File: src/rtl/reservoir_sequencer.sv
// Time-multiplexed node-update sequencer for the Mackey-Glass reservoir: one off-chip
// conversion per virtual node, VIRTUAL_NODES updates per accepted input sample.
//
// state | meaning
// IDLE  | waiting for an input sample, in_ready high
// ISSUE | form din_reg + fb_tail, pulse asic_start
// WAIT  | hold operand, wait for asic_done or timeout
// SHIFT | pulse node_en with the captured node word
// DONE  | pulse sample_done, return to IDLE
module reservoir_sequencer #(
   parameter int VIRTUAL_NODES  = 10,
   parameter int DATA_WIDTH     = 32,
   parameter int TIMEOUT_CYCLES = 4095
) (
   input  logic                  clk,
   input  logic                  rst,
   input  logic                  in_valid,
   output logic                  in_ready,
   input  logic [DATA_WIDTH-1:0] din,
   input  logic [DATA_WIDTH-1:0] fb_tail,
   output logic                  asic_start,
   output logic [DATA_WIDTH-1:0] asic_data,
   input  logic                  asic_done,
   input  logic [15:0]           asic_result,
   output logic                  node_en,
   output logic [DATA_WIDTH-1:0] node_din,
   output logic                  sample_done,
   output logic                  busy,
   output logic                  timeout_err,
   input  logic                  err_clr
);

   localparam int NCW = (VIRTUAL_NODES > 1) ? $clog2(VIRTUAL_NODES) : 1;
   localparam int WCW = (TIMEOUT_CYCLES > 1) ? $clog2(TIMEOUT_CYCLES) : 1;
   localparam logic [NCW-1:0] NODE_LAST = NCW'(VIRTUAL_NODES - 1);
   localparam logic [WCW-1:0] WAIT_LAST = WCW'(TIMEOUT_CYCLES - 1);

   typedef enum logic [2:0] {S_IDLE, S_ISSUE, S_WAIT, S_SHIFT, S_DONE} state_t;

   state_t                r_state;
   state_t                w_state_nxt;
   logic [DATA_WIDTH-1:0] r_din;
   logic [DATA_WIDTH-1:0] r_asic_data;
   logic [DATA_WIDTH-1:0] r_node_din;
   logic [NCW-1:0]        r_node_cnt;
   logic [WCW-1:0]        r_wait_cnt;
   logic                  r_timeout_err;
   logic                  w_wait_last;
   logic                  w_last_node;
   logic                  w_timeout;
   logic [DATA_WIDTH-1:0] w_result_word;
   logic                  w_unused_lsb;

   assign w_wait_last   = (r_wait_cnt == WAIT_LAST);
   assign w_last_node   = (r_node_cnt == NODE_LAST);
   // A result arriving in the final WAIT cycle takes precedence over the timeout.
   assign w_timeout     = (r_state == S_WAIT) && w_wait_last && !asic_done;
   assign w_result_word = DATA_WIDTH'(asic_result[15:4]) << (DATA_WIDTH - 12);
   assign w_unused_lsb  = ^asic_result[3:0];

   always_ff @(posedge clk or posedge rst) begin
      if (rst) r_state <= S_IDLE;
      else     r_state <= w_state_nxt;
   end

   always_comb begin
      w_state_nxt = r_state;
      case (r_state)
         S_IDLE:  if (in_valid) w_state_nxt = S_ISSUE;
         S_ISSUE: w_state_nxt = S_WAIT;
         S_WAIT:  if (asic_done || w_wait_last) w_state_nxt = S_SHIFT;
         S_SHIFT: w_state_nxt = w_last_node ? S_DONE : S_ISSUE;
         S_DONE:  w_state_nxt = S_IDLE;
         default: w_state_nxt = S_IDLE;
      endcase
   end

   always_ff @(posedge clk or posedge rst) begin
      if (rst) begin
         r_din       <= '0;
         r_asic_data <= '0;
         r_node_din  <= '0;
         r_node_cnt  <= '0;
         r_wait_cnt  <= '0;
      end else begin
         case (r_state)
            S_IDLE: begin
               if (in_valid) begin
                  r_din      <= din;
                  r_node_cnt <= '0;
               end
            end
            S_ISSUE: begin
               r_asic_data <= r_din + fb_tail;
               r_wait_cnt  <= '0;
            end
            S_WAIT: begin
               r_wait_cnt <= r_wait_cnt + WCW'(1);
               if (asic_done)        r_node_din <= w_result_word;
               else if (w_wait_last) r_node_din <= '0;
            end
            S_SHIFT: begin
               if (!w_last_node) r_node_cnt <= r_node_cnt + NCW'(1);
            end
            default: ;
         endcase
      end
   end

   always_ff @(posedge clk or posedge rst) begin
      if (rst)            r_timeout_err <= 1'b0;
      else if (w_timeout) r_timeout_err <= 1'b1;
      else if (err_clr)   r_timeout_err <= 1'b0;
   end

   assign in_ready    = (r_state == S_IDLE);
   assign busy        = (r_state != S_IDLE);
   assign asic_start  = (r_state == S_ISSUE);
   assign node_en     = (r_state == S_SHIFT);
   assign sample_done = (r_state == S_DONE);
   assign asic_data   = r_asic_data;
   assign node_din    = r_node_din;
   assign timeout_err = r_timeout_err;

endmodule

File: config.mk
export PLATFORM = sky130hd
export DESIGN_NAME = reservoir_sequencer
export DESIGN_NICKNAME = d
export VERILOG_FILES = /design/src/rtl/reservoir_sequencer.sv
export SDC_FILE = /design/constraint.sdc
export NUM_CORES = 1
export LEC_CHECK = 0
export CORE_MARGIN = 2
export CORE_UTILIZATION = 53
export DETAILED_ROUTE_END_ITERATION = 6
export GPL_ROUTABILITY_DRIVEN = 0
export PLACE_DENSITY = 0.92
export RECOVER_POWER = 50
export SLEW_MARGIN = 20
export SYNTH_ARGS = -nofsm -noshare
export SYNTH_HDL_FRONTEND = slang
export SYNTH_SLANG_ARGS = --single-unit
File: constraint.sdc
create_clock -name clk -period 4.5 [get_ports clk]
set_clock_uncertainty 0.15 [all_clocks]
set_input_delay 0.675 -clock clk [delete_from_list [all_inputs] [get_ports clk]]
set_output_delay 0.675 -clock clk [all_outputs]
set_load 0.01 [all_outputs]
; Word level (Yosys, flattened, before mapping)
; Index checks and enable logic that the tools add are counted.
[op_classes]
n_eq_ne = 9
addsub = 3
n_reduce_logical = 14
muxes = 12
[op_table]
columns = cell, count
row1 = two-way mux 32 bit, 2
row2 = adder 32 bit, 1
row3 = case mux 12 bit (2 select lines), 1
row4 = "adder 12 x 1 -> 12 bit, second input constant", 1
row5 = "== test 12 bit, second input constant", 1
row6 = case mux 3 bit (4 select lines), 1
row7 = two-way mux 3 bit, 3
row8 = two-way mux 4 bit, 2
row9 = case mux 4 bit (2 select lines), 1
row10 = nonzero test 2 bit, 4
row11 = "== test 3 x 2 -> 1 bit, second input constant", 2
row12 = AND reduction 2 bit, 3
row13 = "adder 4 x 1 -> 4 bit, second input constant", 1
row14 = "== test 4 bit, second input constant", 1
row15 = "inequality test 2 bit, second input constant", 2
row16 = "== test 3 x 1 -> 1 bit, second input constant", 1
row17 = "== test 3 bit, second input constant", 1
row18 = logical NOT 3 bit, 1
row19 = AND reduction 3 bit, 1
row20 = nonzero test 3 bit, 1
row21 = logical AND 1 bit, 2
row22 = two-way mux 1 bit, 2
row23 = "inequality test 2 x 1 -> 1 bit, second input constant", 1
row24 = logical NOT 1 bit, 1
row25 = logical OR 1 bit, 1
[word_totals]
elab_cells = 45
register_bits = 116
out_inout_bits = 70

; Logic depth before layout (Yosys ltp)
[depth]
depth_word = 4
mapped_depth = 9

; Worst setup path before layout
; Ideal clock, no wire load.
[synth_path]
path_type = input port to flip-flop
startpoint = input fb_tail[0]
endpoint = register r_asic_data[28], in the netlist asic_data[28]
arrival_time_ps = 2777
path_stages = 9
setup_ps = 127
setup_slack_ps = 1447
cell_sequence = ha_1 -> fa_1 -> a21o_1 -> a221o_1 -> a2111o_1 -> and3_4 -> nor2_4 -> a2111o_1 -> nand3_1
[synth_between]
elab_chain_len = 1
[synth_rtl]
columns = item, line
row1 = start: declaration, 20  ; input logic [DATA_WIDTH-1:0] fb_tail,
row2 = adder 32 bit, 94  ; r_asic_data <= r_din + fb_tail;
row3 = end signal: assignment, 94
row4 = end: declaration, 43  ; logic [DATA_WIDTH-1:0] r_asic_data;
; No other way between the ends.
; A chain may end at the register's enable or synchronous reset.

; Final worst setup path
[layout_path]
startpoint = input fb_tail[0]
endpoint = register r_asic_data[18], in the netlist asic_data[18]
; Same word-level chain as after synthesis.

==> impl_metrics.csv <==
group,metric,value,unit
clocking,cts_resized,0,
sta,min_period_over_period,80.6,%
grt,grt_max_degree,66,
synth,syn_area_per_cell,8.64,µm²
pwr,power.density,656,nW/µm²
layout,area_growth,25.9,%
synth,ys.flop_type,"dfrtp_1",
route,viasPerCell,5.69,
synth,netlist_instances,662,
layout,drive_gt1_share,3.47,%
floorplanning,core-area,10400,µm²
run,maxCapViolCount,3,
floorplanning,die-area,11600,µm²
clocking,cts-root-buf,"clkbuf_8",
synth,yosysUniqueCellTypes,59,
clocking,cts_tree,"built",
critical_path,critPathLaunchType,"input port",
critical_path,cp_slowest_cell,"dlygate4sd3_1",
clocking,clock_latency,0.39,ns
floorplanning,die_height,108,µm
route,drt_wl_total,14.9,mm
synth,seq_area_frac_synth,42.0,%
route,drt-wirelength-per-cell,16.2,µm
clocking,post-cts-setup-buffer-count,0,
grt,grt_pass1_vias,5226,
critical_path,critPathTopFamily,"compound AO/OA/AOI/OAI gates",
route,drtIter0Drc,313,
worst_hold_path,hp-class,"reg -> reg",
sta,setup_viol,0,
floorplanning,die_w,108,µm
route,ant_nets,0,
floorplanning,ios,155,
grt,antenna_found_initial,1,
synth,synthArstFlopShare,100,%
clocking,htreeDepth,3,
placed_design,dpl.hpwl,11.1,mm
sta,fmax,276,MHz
clocking,cts_sinks,96,
sta,slew_headroom,-69.4,%
critical_path,cp-end-kind,"flop",
floorplanning,rows,37,
clocking,cts_hold_buf,0,
grt,grt_overflow,0,
layout,final_common_cell,"nand2_1",
layout,finalNonFillerCells,915,
grt,gr-usage-all-layers,26.0,%
outcome,outcome,"complete, but fails checks",
synth,synth-seq-cells,96,
pwr,irDropWorstVdd,0.000284,V
route,detail_route.first_pass.iterations,4,
clocking,clk_pin_slew,0.09,ns
sta,hold_violations,0,
critical_path,slowest_delay,0.56,ns
placed_design,dpl_worst_slack,0.740,ns
sta,post-route-min-period,3.63,ns
layout,mostFrequentLayoutCells,"163 x nand2_1, 128 x clkdlybuf4s50_1, 96 x dfrtp_1",
route,dr_total_vias,5205,
critical_path,crit_chain,"dlygate4sd3_1, ha_1, fa_1, a21o_1, a221o_1, a31oi_1, nor2_1, a21boi_0, xor2_1, o21ai_0",
critical_path,critical_path_class,"in -> reg",
clocking,cts.path.max_buffers,2,
sta,tns,0,ns
pwr,p_leak,3.33,nW
sta,worst_pin_slew,2.54,ns
route,drc,0,
sta,slew_violations,116,
critical_path,crit_fanout,4,
synth,yosys_warnings,0,
critical_path,worst-path-buf-inv,1,
critical_path,cp.required,4.49,ns
clocking,cts_buffers,9,
layout,num_antenna_cells,0,
layout,nNetsFinal,895,
synth,syn_area,5720,µm²
grt,grt_pass1_wl,23.7,mm
critical_path,cp.arrival,3.62,ns
outcome,failed_checks,"capacitance limit, slew limit",
floorplanning,start_util,54.9,%
sta,rsz0062_at_grt,"no",
synth,synth_enable_flop_cells,0,
placed_design,numPlacedInstances,899,
sta,setup_ws,0.872,ns
placed_design,port-buffer-count,130,
## cells in the mapped netlist (3+ instances only)
cell        n  area [µm²]
a31oi_1     8        50.1
o21ai_1     3        15.0
a211oi_1    4        30.0
nor2b_1     5        31.3
dfrtp_1    96        2400
xor2_1     19         166
xnor2_1    10        87.6
a22o_1     12         105
nor3_1      6        30.0
a21oi_1    34         170
nand3_1    25         125
a2111o_1    3        33.8
and3_1     10        62.6
o21ai_0    56         280
buf_4      20         150
buf_2       4        20.0
nand2_1   164         616
a21o_1     14         105
o31ai_1     3        22.5
clkbuf_1   26        97.6
and2_1      6        37.5
o211ai_1    7        52.6
ha_1       35         438
o21bai_1    3        22.5
nand3b_1    3        22.5
nor2_1     25        93.8
nand4_1    14        87.6
inv_1      12        45.0
## routing by layer
layer | up-vias | wire, µm | GRT usage [%]
met3 | 48 | 939 | 5.45
met2 | 199 | 7430 | 44.0
met1 | 2456 | 5980 | 31.2
met4 | 2 | 507 | 12.9
li1 | 2500 | - | -
met5 | - | 13 | 0
## worst paths after layout
| path | from | endpoint | slack (ns) | depth (start not counted) |
|---|---|---|---|---|
| max in group asynchronous | rst | r_din[26] | 1.14 | 3 |
| min in group asynchronous | rst | node_din[30] | 1.17 | 2 |
| min | r_din[17] | r_din[17] | 0.33 | 2 |
| max | fb_tail[0] | asic_data[18] | 0.87 | 10 |
| min reg2reg | r_din[17] | r_din[17] | 0.33 | 2 |
| max reg2reg | r_state[1] | asic_data[29] | 1.22 | 5 |
## registers in the layout, summed over array words and instances, names as in the netlist
name         cells
asic_data       32
node_din        12
r_din           32
r_node_cnt       4
r_state          3
r_wait_cnt      12
timeout_err      1
## per-stage QoR
step                      instance area (µm²)  hold WS (ns)  power (mW)  utilization, %
after floorplan                          5790         0.287        3.18               -
after global placement                   7020         0.310        3.99            67.4
after detailed placement                 7020         0.317        4.11            67.4
after CTS                                7210         0.338        4.71            69.2
after global routing                     7200         0.359        5.07            69.1
final                                    7200         0.335        4.73            69.1
## worst register-to-register path, delay by kind of cell, from the launching register on
family / cells / cell delay [ns]
AO/OA/AOI/OAI: 1 / 0.33
buffers and inverters: 1 / 1.79
flip-flops: 1 / 0.49
AND/OR/NAND/NOR: 3 / 0.42
## cell families (layout without fill, tap and decap cells)
logic type      Yosys count  in the layout  synth area share (%)
other cells               1             20                0.0656
mux                       1              1                 0.175
fa+ha+maj                36             36                  8.01
simple gates            268            268                  20.8
xor+xnor                 29             29                  4.44
buf+inv                  65            163                  5.71
flops                    96             96                  42.0
compound gates          166            166                  18.8
## power by group
part	total, mW	switching (mW)	internal [mW]
Combinational	2.68	1.50	1.18
Clock	0.572	0.312	0.260
Sequential	1.47	0.243	1.23
## layout make-up
| type | count | area, µm² |
|---|---|---|
| fill | 811 | 3220 |
| multi-input combinational | 520 | 3070 |
| sequential | 96 | 2400 |
| timing repair buffer | 135 | 1330 |
| tap | 136 | 170 |
| clock buffer | 12 | 135 |
| clock inverter | 4 | 53.8 |
| inverter | 12 | 46.3 |
No activity file was read; power rests on OpenSTA's default activity.
